[config.mk]
export PLATFORM = sky130hd
export DESIGN_NAME = isqrt_seq_flat
export DESIGN_NICKNAME = d
export VERILOG_FILES = /design/src/rtl/isqrt_pkg.sv /design/src/rtl/isqrt_seq_if.sv /design/src/rtl/isqrt_step.sv /design/src/rtl/isqrt_seq.sv /design/src/flat_wrapper.sv
export SDC_FILE = /design/constraint.sdc
export NUM_CORES = 1
export LEC_CHECK = 0
export ABC_CLOCK_PERIOD_IN_PS = 3890
export CAP_MARGIN = 10
export CORE_MARGIN = 3
export CORE_UTILIZATION = 61
export CTS_CLUSTER_SIZE = 8
export DETAILED_ROUTE_END_ITERATION = 7
export PLACE_DENSITY = 0.84
export SLEW_MARGIN = 20
export SYNTH_ARGS = -nofsm -noshare
export SYNTH_HDL_FRONTEND = slang
export SYNTH_SLANG_ARGS = --single-unit
[constraint.sdc]
create_clock -name clk_i -period 3.89 [get_ports clk_i]
set_input_delay 0.778 -clock clk_i [delete_from_list [all_inputs] [get_ports clk_i]]
set_output_delay 0.778 -clock clk_i [all_outputs]
set_load 0.005 [all_outputs]
[src/rtl/isqrt_pkg.sv]
`default_nettype none
// ============================================================================
//  Module      : isqrt_pkg
//  Description : Shared types and helpers for the digit-by-digit integer
//                square-root unit (and sibling root / divider units).
//                - state_t           : two-state sequencer encoding
//                - init_mask_pos()   : bit position of the initial root mask
//  Revision    : 1.0  initial release
// ============================================================================
package isqrt_pkg;

    // Sequencer states: waiting for a start, or iterating root steps.
    typedef enum logic [0:0] {
        IDLE = 1'b0,
        WORK = 1'b1
    } state_t;

    // The first trial bit of the root sits at the top even bit position of
    // the radicand, i.e. mask = 1 << (width - 2).
    function automatic int unsigned init_mask_pos(input int unsigned width);
        return width - 2;
    endfunction

endpackage
`default_nettype wire

[src/rtl/isqrt_seq_if.sv]
`default_nettype none
// ============================================================================
//  Module      : isqrt_seq_if
//  Description : Start/busy/done handshake and data bus of the sequential
//                integer square-root unit.
//                x_bi    radicand (WIDTH)           requester -> unit
//                start_i start request              requester -> unit
//                busy_o  computation in progress    unit -> requester
//                done_o  one-cycle result pulse     unit -> requester
//                y_bo    root (WIDTH/2)             unit -> requester
//                rem_bo  remainder (WIDTH/2+1)      unit -> requester
//  Revision    : 1.0  initial release
// ============================================================================
interface isqrt_seq_if #(
    parameter int WIDTH = 16
);
    logic [WIDTH-1:0]   x_bi;
    logic               start_i;
    logic               busy_o;
    logic               done_o;
    logic [WIDTH/2-1:0] y_bo;
    logic [WIDTH/2:0]   rem_bo;

    // Requester side.
    modport master (
        output x_bi,
        output start_i,
        input  busy_o,
        input  done_o,
        input  y_bo,
        input  rem_bo
    );

    // Square-root unit side.
    modport slave (
        input  x_bi,
        input  start_i,
        output busy_o,
        output done_o,
        output y_bo,
        output rem_bo
    );
endinterface
`default_nettype wire

[src/rtl/isqrt_step.sv]
`default_nettype none
// ============================================================================
//  Module      : isqrt_step
//  Description : One combinational digit-by-digit square-root step
//                (consumes two radicand bits, produces one root bit).
//                i_x/o_x  partial remainder     (WIDTH)
//                i_y/o_y  partial root accum.   (WIDTH)
//                i_m/o_m  current trial mask    (WIDTH)
//  Revision    : 1.0  initial release
// ============================================================================
module isqrt_step #(
    parameter int WIDTH = 16
) (
    input  wire logic [WIDTH-1:0] i_x,
    input  wire logic [WIDTH-1:0] i_y,
    input  wire logic [WIDTH-1:0] i_m,
    output logic      [WIDTH-1:0] o_x,
    output logic      [WIDTH-1:0] o_y,
    output logic      [WIDTH-1:0] o_m
);
    logic [WIDTH-1:0] w_b;
    logic             w_ge;

    // Trial subtrahend: current root (kept pre-shifted) with the new bit set.
    assign w_b  = i_y | i_m;
    assign w_ge = (i_x >= w_b);

    assign o_x  = w_ge ? (i_x - w_b) : i_x;
    assign o_y  = w_ge ? ((i_y >> 1) | i_m) : (i_y >> 1);
    assign o_m  = i_m >> 2;
endmodule
`default_nettype wire

[src/rtl/isqrt_seq.sv]
`default_nettype none
// ============================================================================
//  Module      : isqrt_seq
//  Description : Sequential integer square root: y = floor(sqrt(x)),
//                rem = x - y*y. UNROLL chained root steps per clock,
//                WIDTH/2/UNROLL working cycles per operation.
//                clk_i   clock, rising edge
//                rst_ni  synchronous active-low reset
//                bus     isqrt_seq_if slave: x_bi, start_i, busy_o, done_o,
//                        y_bo, rem_bo
//  Revision    : 1.0  initial release
// ============================================================================
module isqrt_seq
    import isqrt_pkg::*;
#(
    parameter int WIDTH  = 16,
    parameter int UNROLL = 1
) (
    input  wire logic  clk_i,
    input  wire logic  rst_ni,
    isqrt_seq_if.slave bus
);
    localparam int c_HALF   = WIDTH / 2;
    localparam int c_CYCLES = (UNROLL > 0) ? (c_HALF / UNROLL) : 1;
    localparam int c_CNT_W  = (c_CYCLES > 1) ? $clog2(c_CYCLES) : 1;
    localparam logic [c_CNT_W-1:0] c_LAST = c_CNT_W'(c_CYCLES - 1);
    localparam logic [WIDTH-1:0]   c_M0   =
        {{(WIDTH-1){1'b0}}, 1'b1} << init_mask_pos(WIDTH);

    if ((WIDTH % 2) != 0 || WIDTH < 4 || UNROLL < 1 || (c_HALF % UNROLL) != 0)
    begin : g_param_check
        $error("isqrt_seq: WIDTH must be even and >= 4, UNROLL must divide WIDTH/2");
    end

    state_t             r_state;
    state_t             w_state_nxt;
    logic               w_load;
    logic               w_finish;

    logic [WIDTH-1:0]   r_x;
    logic [WIDTH-1:0]   r_y;
    logic [WIDTH-1:0]   r_m;
    logic [c_CNT_W-1:0] r_cnt;
    logic               r_done;
    logic [c_HALF-1:0]  r_y_res;
    logic [c_HALF:0]    r_rem_res;

    logic [WIDTH-1:0]   w_x_fin;
    logic [WIDTH-1:0]   w_y_fin;
    logic [WIDTH-1:0]   w_m_fin;

    // Step chain: each stage owns its wires so the chain has no
    // self-referencing vector.
    for (genvar gi = 0; gi < UNROLL; gi++) begin : g_step
        logic [WIDTH-1:0] w_x_in, w_y_in, w_m_in;
        logic [WIDTH-1:0] w_x_out, w_y_out, w_m_out;

        if (gi == 0) begin : g_first
            assign w_x_in = r_x;
            assign w_y_in = r_y;
            assign w_m_in = r_m;
        end else begin : g_next
            assign w_x_in = g_step[gi-1].w_x_out;
            assign w_y_in = g_step[gi-1].w_y_out;
            assign w_m_in = g_step[gi-1].w_m_out;
        end

        isqrt_step #(
            .WIDTH (WIDTH)
        ) u_step (
            .i_x (w_x_in),
            .i_y (w_y_in),
            .i_m (w_m_in),
            .o_x (w_x_out),
            .o_y (w_y_out),
            .o_m (w_m_out)
        );
    end

    assign w_x_fin = g_step[UNROLL-1].w_x_out;
    assign w_y_fin = g_step[UNROLL-1].w_y_out;
    assign w_m_fin = g_step[UNROLL-1].w_m_out;

    // ------------------------------------------------------------------
    // Sequencer
    // ------------------------------------------------------------------
    always_ff @(posedge clk_i) begin
        if (!rst_ni) begin
            r_state <= IDLE;
        end else begin
            r_state <= w_state_nxt;
        end
    end

    always_comb begin
        w_state_nxt = r_state;
        w_load      = 1'b0;
        w_finish    = 1'b0;
        case (r_state)
            IDLE: begin
                // Includes the done cycle, giving zero-gap back-to-back.
                if (bus.start_i) begin
                    w_load      = 1'b1;
                    w_state_nxt = WORK;
                end
            end
            WORK: begin
                if (r_cnt == c_LAST) begin
                    w_finish    = 1'b1;
                    w_state_nxt = IDLE;
                end
            end
            default: w_state_nxt = IDLE;
        endcase
    end

    // ------------------------------------------------------------------
    // Datapath and result registers
    // ------------------------------------------------------------------
    always_ff @(posedge clk_i) begin
        if (!rst_ni) begin
            r_x       <= '0;
            r_y       <= '0;
            r_m       <= '0;
            r_cnt     <= '0;
            r_done    <= 1'b0;
            r_y_res   <= '0;
            r_rem_res <= '0;
        end else begin
            r_done <= w_finish;
            if (w_load) begin
                r_x   <= bus.x_bi;
                r_y   <= '0;
                r_m   <= c_M0;
                r_cnt <= '0;
            end else if (r_state == WORK) begin
                r_x   <= w_x_fin;
                r_y   <= w_y_fin;
                r_m   <= w_m_fin;
                r_cnt <= r_cnt + c_CNT_W'(1);
            end
            // After the last step the root fits WIDTH/2 bits and the
            // remainder (<= 2*y) fits WIDTH/2+1 bits.
            if (w_finish) begin
                r_y_res   <= w_y_fin[c_HALF-1:0];
                r_rem_res <= w_x_fin[c_HALF:0];
            end
        end
    end

    assign bus.busy_o = (r_state == WORK);
    assign bus.done_o = r_done;
    assign bus.y_bo   = r_y_res;
    assign bus.rem_bo = r_rem_res;

endmodule
`default_nettype wire

[src/flat_wrapper.sv]
// flat-port wrapper written by rule: the top's interface ports become plain ports
module isqrt_seq_flat import isqrt_pkg::*;
#(
    parameter int WIDTH  = 16,
    parameter int UNROLL = 1
)
  (clk_i, rst_ni, bus_x_bi, bus_start_i, bus_busy_o, bus_done_o, bus_y_bo, bus_rem_bo);
  isqrt_seq_if #(.WIDTH(WIDTH)) bus_i ();
  input  wire logic clk_i;
  input  wire logic rst_ni;
  input wire logic [$bits(bus_i.x_bi)-1:0] bus_x_bi;
  input wire logic [$bits(bus_i.start_i)-1:0] bus_start_i;
  output wire logic [$bits(bus_i.busy_o)-1:0] bus_busy_o;
  output wire logic [$bits(bus_i.done_o)-1:0] bus_done_o;
  output wire logic [$bits(bus_i.y_bo)-1:0] bus_y_bo;
  output wire logic [$bits(bus_i.rem_bo)-1:0] bus_rem_bo;
  assign bus_i.x_bi = bus_x_bi;
  assign bus_i.start_i = bus_start_i;
  assign bus_busy_o = bus_i.busy_o;
  assign bus_done_o = bus_i.done_o;
  assign bus_y_bo = bus_i.y_bo;
  assign bus_rem_bo = bus_i.rem_bo;
  isqrt_seq #(.WIDTH(WIDTH), .UNROLL(UNROLL)) u_core (.clk_i(clk_i), .rst_ni(rst_ni), .bus(bus_i));
endmodule
# ---- After elaboration in Yosys (flattened, before gate mapping)
# Index checks and enable logic that the tools add are counted.
dict set report word_totals {
  register_bits 62
  inputBits 19
  output_inout_bits 19
  elab_cells 34
}
dict set report classes {
  n_addsub 2
  order_cmp 1
  n_eq_ne 1
  muxes 12
  bitwise_logic 4
  n_reduce_logical 4
}
# operator n
set ops {}
lappend ops {{$mux 16} 4}
lappend ops {{$mux 15} 2}
lappend ops {{$ge 16x16->1} 1}
lappend ops {{$or 16x15->16} 1}
lappend ops {{$sub 16x16->16} 1}
lappend ops {{$or 15x15->15} 1}
lappend ops {{$mux 1} 5}
lappend ops {{$reduce_bool 2->1} 2}
lappend ops {{$add 3x1->3 const B} 1}
lappend ops {{$eq 3x3->1 const B} 1}
lappend ops {{$not 1->1} 2}
lappend ops {{$pmux 1 s2} 1}
lappend ops {{$reduce_and 2->1} 1}
lappend ops {{$reduce_or 2->1} 1}

# ---- Depth between registers and ports, before layout
dict set report logic_depth {
  depth_word 5
  ltp_mapped 10
  mapped_depth_nobuf 9
}

# ---- By module
# Synthesis repeated with hierarchy kept, for this count alone.
dict set report unflattened {
  hier_cells 509
  area_unflattened_um2 4528.1
}
# mod instances cells_per_inst area_per_inst_um2 seq_area_each_um2
set by_module_without_submodules {}
lappend by_module_without_submodules {isqrt_seq 1 311 3130.5 1401.3}
lappend by_module_without_submodules {isqrt_step 1 198 1397.6 0.0}

# ---- Least setup slack after synthesis
# Ideal clock, no wire load.
dict set report synth_timing {
  path_kind {register -> register}
  start {register u_core.r_m[0], in the netlist u_core.g_step[0].w_m_in[0]}
  end {register u_core.r_x[1], in the netlist u_core.g_step[0].w_x_in[1]}
  setup_ps 66
  arrival_ps 2436
  required_time_ps 3824
  slack_ps 1387
  stages_incl_launch_ff 11
  n_path_buf 1
  period_less_slack_ps 2503
  path_cell_list {dfxtp_1 > or2_2 > ha_1 > fa_1 > nand2b_1 > a21oi_1 > o211ai_4 > nand2_4 > buf_6 > mux2_4 > a21oi_2}
}
dict set report synth_between {
  elab_chain_cells 5
  word_cells_on_any_way 6
  classes_between {1 x add/sub; 1 x order compare; 3 x mux; 1 x bitwise}
}
# element line_no
set synth_lines {}
lappend synth_lines {{start, declared} isqrt_seq.sv:42} ;# logic [WIDTH-1:0] r_m;
lappend synth_lines {{start signal, assigned} isqrt_seq.sv:134} ;# r_m <= c_M0;
lappend synth_lines {{start signal, assigned} isqrt_seq.sv:139} ;# r_m <= w_m_fin;
lappend synth_lines {{$or 16x15->16 (*)} isqrt_step.sv:25} ;# assign w_b = i_y | i_m;
lappend synth_lines {{$sub 16x16->16 / $ge 16x16->1 (equally long branches)} {isqrt_step.sv:28, isqrt_step.sv:26}}
lappend synth_lines {{$mux 16 (*)} isqrt_step.sv:28} ;# assign o_x = w_ge ? (i_x - w_b) : i_x;
lappend synth_lines {{$mux 16 (*)} isqrt_seq.sv:136} ;# end else if (r_state == WORK) begin
lappend synth_lines {{$mux 16 (*)} isqrt_seq.sv:131} ;# if (w_load) begin
lappend synth_lines {{end signal, assigned} isqrt_seq.sv:132} ;# r_x <= bus.x_bi;
lappend synth_lines {{end signal, assigned} isqrt_seq.sv:137} ;# r_x <= w_x_fin;
lappend synth_lines {{end, declared} isqrt_seq.sv:40} ;# logic [WIDTH-1:0] r_x;
# Every way passes the cells marked *; elsewhere a longest branch is shown, timed or not. The select of a mux whose other input is x is not followed.
# A chain may end at the register's enable or synchronous reset.

# ---- Final worst setup path
dict set report layout_timing {
  start {register u_core.r_m[0], in the netlist u_core.g_step[0].w_m_in[0]}
  end {register u_core.r_rem_res[0], in the netlist u_core.bus.rem_bo[0]}
}
dict set report layout_between {
  elab_chain_cells 3
  word_cells_on_any_way 4
  classes_between {1 x add/sub; 1 x order compare; 1 x mux; 1 x bitwise}
}
# element line_no
set layout_lines {}
lappend layout_lines {{$or 16x15->16 (*)} isqrt_step.sv:25}
lappend layout_lines {{$sub 16x16->16 / $ge 16x16->1 (equally long branches)} {isqrt_step.sv:28, isqrt_step.sv:26}}
lappend layout_lines {{$mux 16 (*)} isqrt_step.sv:28}
lappend layout_lines {{end signal, assigned} isqrt_seq.sv:146} ;# r_rem_res <= w_x_fin[c_HALF:0];
lappend layout_lines {{end, declared} isqrt_seq.sv:46} ;# logic [c_HALF:0] r_rem_res;
# Marked as above.

==> impl_metrics.yaml <==
clocking:
  numCtsBuffers: 9
  ctsHtreeMaxLevel: 3
  clockBufferDepth: 2
  clk_pin_slew_ps: 70
  clockRootBuffer: "clkbuf_8"
  cts_sinks: 61
  cts_setup_buffers: 0
  tritoncts: "done"
  ctsHoldBuffers: 0
  cts_resized: 0
  clk_latency_ps: 330
sta:
  max_freq_ghz: 0.330
  hold_viol_final: 0
  fin_crit_ps: 3030
  rsz0062_at_grt: "false"
  finalSetupViolCount: 0
  slew_headroom: 0.444
  fin_skew_ps: 13.1
  setup-tns-final_ps: 0
  tightest_slew_ps: 834
  finalMaxSlewViolations: 0
  period_share: 0.779
setup_path:
  endpoint_kind: "flip-flop"
  r2r_cells: 9
  r2r_end: "u_core.bus.rem_bo[0]"
  crit_fanout: 22
  worstPathRequired_ps: 4110
  arrival_ps: 3250
  r2r_start: "u_core.g_step[0].w_m_in[0]"
  startpoint_type: "flip-flop"
  crit_type: "reg -> reg"
  regToRegSetupSlack_ps: 860
floorplan:
  coreArea_mm2: 0.00524
  die-height_um: 80.5
  start_util: 0.646
  io_pins: 38
  dieArea_mm2: 0.00648
  rows: 26
  die_x_um: 80.5
grt:
  grt_pass1_wl_um: 14400
  grt_max_degree: 41
  track_usage: 0.289
  grt_pass1_vias: 3064
  gr-total-overflow: 0
  antenna_found_initial: 0
layout:
  final-seq-area_mm2: 0.00122
  nets: 465
  multiInputGateArea_mm2: 0.00200
  drive_above_1_share: 0.0947
  fillCellCount: 393
  antennaDiodeCount: 0
  syn_to_final_growth_pct: 17.1
  final_core_utilization: 0.757
logic_synthesis:
  synth_top_cell_by_area: "dfxtp_1"
  synth_most_common_cell: "dfxtp_1"
  synth_warnings: 0
  syn-cell-area_mm2: 0.00339
  ys.flop_type: "dfxtp_1"
  syn_inst: 398
  synth-seq-cells: 61
  syn_avg_cell_area_um2: 8.51
  seq_area_frac_synth: 0.361
  synth_edf_count: 0
  synth_cell_types: 58
  synthArstFlopShare: 0
  syn_nets: 435
  netlist_top_cells_area: "dfxtp_1 36%, a21oi_1 6.5%, ha_1 6.3%"
  post-synth-top-area-fraction: 0.361
  synth_common_cells: "61 x dfxtp_1, 44 x a21oi_1, 44 x nor2_1"
route:
  drc_errors: 0
  drtPass1Iterations: 6
  wl_um: 8730
  first_iter_violations: 313
  routed_via_density: 6.29
  wl_per_cell_um: 17.4
  antenna_left: 0
  via_count: 3164
hold_path:
  min_to: "u_core.bus.rem_bo[6]"
  min_path_type: "reg -> reg"
  hold_depth: 2
  hp-start: "u_core.bus.rem_bo[6]"
placed_design:
  gp_congestion: 0.936
  dp_hpwl_um: 6180
  numPortBuffers: 37
outcome:
  status: "finished clean"
power:
  p_per_area_mw_per_mm2: 559
  vdd_drop_max_mv: 0.540
  p_leak_nw: 1.52
job:
  cap_viol_max_count: 0
power breakdown:
part	total, W	switching [W]	internal, W
Sequential	0.000712	0.0000437	0.000668
Combinational	0.000915	0.000553	0.000363
Clock	0.000589	0.000254	0.000335
state kept, by name, summed over array words and instances, names as in the netlist:
signal and cells:
u_core.g_step.w_m_in 8, u_core.bus.busy_o 1, u_core.bus.y_bo 8, u_core.g_step.w_x_in 16
u_core.bus.rem_bo 9, u_core.r_cnt 3, u_core.g_step.w_y_in 15, u_core.bus.done_o 1
layer usage:
metal / share of wire / track usage
met1: 0.43 / 0.389
met2: 0.48 / 0.463
met3: 0.070 / 0.0594
met4: 0.016 / 0.0929
met5: 0 / 0
area by class of cell:
class | count | share of cell area
Clock buffer | 12 | 0.0391
Clock inverter | 4 | 0.0139
Inverter | 13 | 0.0123
Multi-Input combinational cell | 302 | 0.503
Sequential cell | 61 | 0.308
Tap cell | 70 | 0.0221
Timing Repair Buffer | 41 | 0.101
worst max-delay path, cell delays in order, from the launching register on:
cell	delay, ps
dfxtp_1	330
or2_2	300
ha_1	220
fa_1	410
nand2b_1	190
a21oi_1	330
o211ai_4	180
nand2_4	280
mux2_2	410
o21ai_0	260
worst max-delay path by stage:
stage,startpoint,to,cells past startpoint
finish,u_core.g_step[0].w_m_in[0],u_core.bus.rem_bo[0],9
CTS,u_core.g_step[0].w_m_in[0],u_core.bus.rem_bo[0],9
global route,u_core.g_step[0].w_m_in[0],u_core.bus.rem_bo[0],9
global placement,u_core.g_step[0].w_m_in[0],u_core.bus.rem_bo[0],9
floorplan,u_core.g_step[0].w_m_in[0],u_core.g_step[0].w_x_in[1],10
detailed placement,u_core.g_step[0].w_m_in[0],u_core.bus.rem_bo[0],9
stage by stage:
step	setup slack (ps)	cells	power [W]	hold WS (ps)	area (um^2)
6_report	860	503	0.00222	452	3970
5_1_grt	803	503	0.00233	485	3970
4_1_cts	925	503	0.00220	456	3970
3_5_place_dp	1030	487	0.00161	443	3760
3_3_place_gp	1170	487	0.00160	440	3760
2_1_floorplan	1390	398	0.00145	443	3390
layout by cell type (no fill, tap or decap), types with 5 or more instances in the layout:
cell	count
dfxtp_1	60
nor2_1	44
a21oi_1	44
o21ai_0	40
clkdlybuf4s50_1	37
nand2_1	26
mux2i_1	21
ha_1	17
inv_1	13
clkbuf_8	11
nand3_1	10
a211oi_1	9
mux2_2	8
nand2b_1	7
xnor2_1	6
a31oi_1	5
nor3_1	5
logic make-up after synthesis:
logic type,share of synthesized area
AO/OA/AOI/OAI,0.255
AND/OR/NAND/NOR,0.154
flip-flops,0.361
buffers and inverters,0.0495
multiplexers,0.0931
adder cells (fa/ha/maj),0.0687
XOR/XNOR,0.0181
(Power assumes the default switching activity.)
